===== config.mk =====
export PLATFORM = sky130hd
export DESIGN_NAME = goldschmidt_ctrl
export DESIGN_NICKNAME = d
export VERILOG_FILES = /design/src/rtl/gs_pkg.sv /design/src/rtl/goldschmidt_ctrl_tag_pipe.sv /design/src/rtl/goldschmidt_ctrl.sv
export SDC_FILE = /design/constraint.sdc
export NUM_CORES = 1
export LEC_CHECK = 0
export ABC_AREA = 1
export CORE_MARGIN = 2
export CORE_UTILIZATION = 25
export DETAILED_ROUTE_END_ITERATION = 6
export SLEW_MARGIN = 20
export SYNTH_ARGS = -nofsm -noshare
export SYNTH_HDL_FRONTEND = slang
export SYNTH_SLANG_ARGS = --single-unit

===== constraint.sdc =====
create_clock -name clock -period 1.6 [get_ports clock]
set_input_delay 0.24 -clock clock [delete_from_list [all_inputs] [get_ports clock]]
set_output_delay 0.24 -clock clock [all_outputs]
set_load 0.01 [all_outputs]

===== src/rtl/gs_pkg.sv =====
// Shared types and helpers for the Goldschmidt divider sequencer.
// Product rounding is selected by GOLDSCHMIDT_ROUND_EN.
package gs_pkg;

  localparam int WIDTH = 24;
  localparam int FRAC  = 23;

  localparam logic [WIDTH-1:0] ONE  = 24'h800000;
  localparam logic [WIDTH-1:0] QERR = 24'hFFFFFF;

  typedef enum logic [2:0] {
    IDLE,
    MUL_N,
    MUL_D,
    WAIT,
    DONE
  } state_t;

  typedef enum logic {
    TAG_N,
    TAG_D
  } tag_t;

  // Q2.46 product back to Q1.23; bit 47 is zero by operand range
  function automatic logic [WIDTH-1:0] prod_slice(
    input logic [2*WIDTH-1:0] p
  );
`ifdef GOLDSCHMIDT_ROUND_EN
    return WIDTH'(p >> FRAC) + WIDTH'(p[FRAC-1]);
`else
    return WIDTH'(p >> FRAC);
`endif
  endfunction

endpackage


===== src/rtl/goldschmidt_ctrl_tag_pipe.sv =====
// Tracks which register each in-flight multiplier product belongs to.
// Depth equals the external multiplier latency.
module gs_tag_pipe
  import gs_pkg::*;
#(
  parameter int MUL_LAT = 1
) (
  input  logic clock,
  input  logic reset,
  input  logic push_valid,
  input  tag_t push_tag,
  output logic capture_n,
  output logic capture_d
);

  logic [MUL_LAT-1:0] vld;
  tag_t               tg [MUL_LAT];

  // shift valid/tag alongside the multiplier pipeline
  always_ff @(posedge clock) begin
    if (reset) begin
      vld <= '0;
      for (int i = 0; i < MUL_LAT; i++)
        tg[i] <= TAG_N;
    end else begin
      vld[0] <= push_valid;
      tg[0]  <= push_tag;
      for (int i = 1; i < MUL_LAT; i++) begin
        vld[i] <= vld[i-1];
        tg[i]  <= tg[i-1];
      end
    end
  end

  // the emerging tag steers the product on this edge
  always_comb begin
    capture_n = vld[MUL_LAT-1] && (tg[MUL_LAT-1] == TAG_N);
    capture_d = vld[MUL_LAT-1] && (tg[MUL_LAT-1] == TAG_D);
  end

endmodule


===== src/rtl/goldschmidt_ctrl.sv =====
// Goldschmidt division sequencer sharing one external multiplier.
// Define GOLDSCHMIDT_ROUND_EN to round captured products half up.
module goldschmidt_ctrl #(
  parameter int WIDTH   = 24,
  parameter int ITERS   = 5,
  parameter int MUL_LAT = 1
) (
  input  logic               clock,
  input  logic               reset,
  input  logic               start,
  input  logic [WIDTH-1:0]   n_in,
  input  logic [WIDTH-1:0]   d_in,
  output logic               busy,
  output logic               done,
  output logic [WIDTH-1:0]   q,
  output logic               err,
  output logic [WIDTH-1:0]   mul_a,
  output logic [WIDTH-1:0]   mul_b,
  input  logic [2*WIDTH-1:0] mul_p
);

  import gs_pkg::*;

  localparam int IW = $clog2(ITERS + 1);

  state_t          state, state_nx;
  logic [WIDTH-1:0] n_r, d_r, f, a_r, b_r, q_r;
  logic [IW-1:0]   iter;
  logic            err_r, bad, last;
  logic            push_v, cap_n, cap_d;
  tag_t            push_t;

  gs_tag_pipe #(
    .MUL_LAT(MUL_LAT)
  ) u_tags (
    .clock     (clock),
    .reset     (reset),
    .push_valid(push_v),
    .push_tag  (push_t),
    .capture_n (cap_n),
    .capture_d (cap_d)
  );

  // range check, 2-D factor and final-iteration flag
  always_comb begin
    bad  = (d_in[WIDTH-1 -: 2] != 2'b01) || n_in[WIDTH-1];
    f    = '0 - d_r;
    last = (iter == IW'(ITERS - 1));
  end

  // next state, operand mux and tag push
  always_comb begin
    state_nx = state;
    mul_a    = a_r;
    mul_b    = b_r;
    push_v   = 1'b0;
    push_t   = TAG_N;
    unique case (state)
      IDLE: if (start) state_nx = bad ? DONE : MUL_N;
      MUL_N: begin
        mul_a    = n_r;
        mul_b    = f;
        push_v   = 1'b1;
        push_t   = TAG_N;
        state_nx = MUL_D;
      end
      MUL_D: begin
        mul_a    = d_r;
        mul_b    = f;
        push_v   = 1'b1;
        push_t   = TAG_D;
        state_nx = WAIT;
      end
      WAIT: if (cap_d) state_nx = last ? DONE : MUL_N;
      DONE: state_nx = IDLE;
      default: state_nx = IDLE;
    endcase
  end

  // state, operand hold, product capture and result registers
  always_ff @(posedge clock) begin
    if (reset) begin
      state <= IDLE;
      n_r   <= '0;
      d_r   <= '0;
      a_r   <= '0;
      b_r   <= '0;
      q_r   <= '0;
      err_r <= 1'b0;
      iter  <= '0;
    end else begin
      state <= state_nx;
      a_r   <= mul_a;
      b_r   <= mul_b;
      if (state == IDLE && start) begin
        n_r  <= n_in;
        d_r  <= d_in;
        iter <= '0;
        if (bad) begin
          q_r   <= QERR;
          err_r <= 1'b1;
        end
      end
      if (cap_n) n_r <= prod_slice(mul_p);
      if (cap_d) begin
        d_r  <= prod_slice(mul_p);
        iter <= iter + 1'b1;
      end
      if (state == WAIT && cap_d && last) begin
        q_r   <= n_r;
        err_r <= 1'b0;
      end
    end
  end

  assign busy = (state == MUL_N) || (state == MUL_D)
             || (state == WAIT);
  assign done = (state == DONE);
  assign q    = q_r;
  assign err  = err_r;

endmodule


==> results.md <==
- Status: finished with violations
- Failing checks: setup timing
- DR vias/cell: 4.857
- Worst IR Drop VDD: 582.6 µV
- Die width: 160.1 µm
- Synth-to-Final Area Change: 94.27%
- Power consumption: 0.01051 W
- Setup Total Neg Slack: -21.94 ns
- Worst Setup Start Kind: flip-flop
- Vias in the first global route: 7113
- Worst Max-Slew Pin Slew: 0.6931 ns
- Site row count: 57
- Drt pass-1 iters: 7
- Synth cell types: 31
- Die outline height: 160.1 µm
- CTS tree: done
- Synthesized area per cell: 7.117 µm²
- Worst-path maximum fanout: 5
- Sequential share of the synthesized area: 0.4239
- Synth Cell Area: 6092 µm²
- Hold Vio Cnt, Final: 0
- Critical Path End Type: flip-flop
- Fill cells: 2254
- 1st-iter DRT viols: 650
- Max-slew violations: 0
- CTS Buf Count: 17
- DPL Wire Length: 16690 µm
- Initial antenna violation count: 2
- Clk_skew: 0.01184 ns
- Syn nets: 958
- Mapped Cells: 856
- Register bit count reported by yosys: 129
- Fraction of layout cells with a size suffix above 1: 0.4588
- Gr usage total: 0.1896
- # setup viols final: 84
- Worst path slowest cell: dfxtp_4
- Area leader, netlist: dfxtp_1
- Synth top area cells: dfxtp_1, nand2_1, a31oi_1
- Routed via count: 7533
- Ys flop type: dfxtp_1
- Worst slack at placement: -0.4815 ns
- Clock Sinks: between 100 and 150
- Hold slack final: 0.3207 ns
- Final min period: 2.090 ns
- Most used cell, CP: buf_4
- Antenna-violating nets left: 0
- Largest net degree at the start of global routing: 56
- Die ar.: approximately 26000 µm²
- Slew margin rel.: 0.5380
- Fin crit share: 1.306
- Synth async-reset ratio: 0
- Worst EP required: 1.95 ns
- Max Fclk: 0.4784 GHz
- Final nets: ~1300
- WP data arrival: 2.44 ns
- Crit path cell chain: nor2_2, nand2_2, nor2_1, buf_4, buf_4, xnor2_2, nand2_1, buf_4, buf_4, buf_4, buf_4, buf_4, buf_4, a21oi_2
- WL per Instance: 17.83 µm
- Starting Density: 0.2527
- WS Path Type: reg -> reg
- IO buf count: 149
- Core Box Area: between 20000 and 25000 µm²
- Cell Pwr Density: just under 900 nW/µm²
- RD Place Congestion: 0.8573
- Most frequent cell after synthesis: nand2_1
- Hold_buf cts: 0
- R2R depth: 14
- Grt ovf: 0
- Total length of routed wires: 27660 µm
- Pleak: 5.385 nW
- Max Cap Viol: 0
- IO Pins: 174
- Top-area cell type share of the netlist area: 0.4239
- Maximum clock insertion buffer count: 2
- Synth warn: 0
- Reg clk slew, reported paths: about 0.06 ns
- Worst setup margin: -0.4904 ns
- Hold path depth: 4
- CP max stage delay: about 0.37 ns
- Worst-Skew Late Latency: 0.43 ns
- Worst Hold Class: in -> reg
- Post-synth EDFFs: 0
- First-pass GRT wire length: 37880 µm
- Synth cell count leaders: nand2_1, dfxtp_1, nand3_1, inv_1, a31oi_1
- CTS HTree Levels: 4
- Unrepaired setup endpoints after global routing: true
- DRC viols: 0
- CTS root buffer: clkbuf_16
## critical path, delay by kind of cell, from the launching register on
kind                      cells  cell delay, ns
buffers and inverters         8            1.03
DFF                           1            0.37
AOI/OAI and AO/OA             1            0.10
and+or+nand+nor               4            0.39
xor gates and xnor gates      1            0.10
## cell type report
class / count / area, µm² / share of cell area
Multi-Input combinational cell: 597 / 4177 / 0.3529
Timing Repair Buffer: 386 / 3734 / 0.3155
Sequential cell: 129 / 2641 / 0.2232
Clock buffer: 20 / 436.7 / 0.03690
Tap cell: 324 / 405.4 / 0.03425
Inverter: 81 / 325.3 / 0.02749
Clock inverter: 12 / 111.4 / 0.009409
Antenna cell: 2 / 5.005 / 0.0004229
## power by group
| part | total [W] | leakage, nW | switching [W] | internal, W |
|---|---|---|---|---|
| Combinational | 0.00308 | 4.05 | 0.00146 | 0.00163 |
| Sequential | 0.00374 | 1.07 | 0.000269 | 0.00347 |
| Clock | 0.00369 | 0.260 | 0.00156 | 0.00214 |
## what timing repair did
action | 4_1_cts | 5_1_grt
buffers inserted | 61 | 41
gates resized for setup | 411 | 249
setup endpoints to repair | 77 | 134
gates cloned | 3 | 13
pin swaps | 64 | 79
## cell usage in the layout, fill, tap and decap left out, drive strengths merged, types with 2 or more instances in the layout
master / n
a21oi: 11
a31oi: 73
buf: 278
clkbuf: 30
clkdlybuf4s50: 92
clkinv: 7
clkinvlp: 4
dfxtp: 129
diode: 2
dlygate4sd2: 2
dlymetal6s2s: 4
ha: 3
inv: 81
nand2: 224
nand3: 83
nand4: 7
nor2: 62
o211ai: 25
o21ai: 67
or2: 34
xnor2: 3
xor2: 3
## cell families (layout without fill, tap and decap cells)
kind of cell               after synthesis  count (layout)  share of synthesized area
DFF                                    129             129                     0.4239
and+or+nand+nor                        412             412                     0.3001
buffers and inverters                  133             499                    0.09201
xor gates and xnor gates                 6               6                   0.008628
adders and majority gates                3               3                   0.006162
other                                    0               2                          0
AOI/OAI and AO/OA                      173             176                     0.1692
## metrics by stage
stage | instances | utilization | instance area, µm²
final | 1551 | 0.4910 | 11840
after global routing | 1551 | 0.4910 | 11840
after CTS | 1507 | 0.4315 | 10400
after detailed placement | 1413 | 0.3666 | 8836
after global placement | 1413 | 0.3666 | 8836
after floorplan | 856 | - | 6092
## final timing paths
path	from	to	slack [ns]
hold / removal	reset	d_r[9]$_SDFFE_PP0P_	0.32
setup / recovery	d_r[2]$_SDFFE_PP0P_	b_r[5]$_SDFF_PP0_	-0.49
setup reg to reg	d_r[2]$_SDFFE_PP0P_	b_r[5]$_SDFF_PP0_	-0.49
hold reg to reg	a_r[9]$_SDFF_PP0_	a_r[9]$_SDFF_PP0_	0.48
## per-layer routing
metal  vias to the layer above  global-route usage  part of all wire
li1                       3583                   -                 -
met1                      3555              0.2411              0.41
met2                       330              0.3068              0.48
met3                        65             0.04909             0.073
met4                         0             0.07617             0.035
met5                         -                   0                 0
## registers in the layout (all words and copies together), names as in the netlist
name / count
iter: 3
state: 3
u_tags.tg: 1
q: 24
d_r: 24
u_tags.vld: 1
b_r: 24
err: 1
n_r: 24
a_r: 24
No activity file was read; power rests on OpenSTA's default activity.
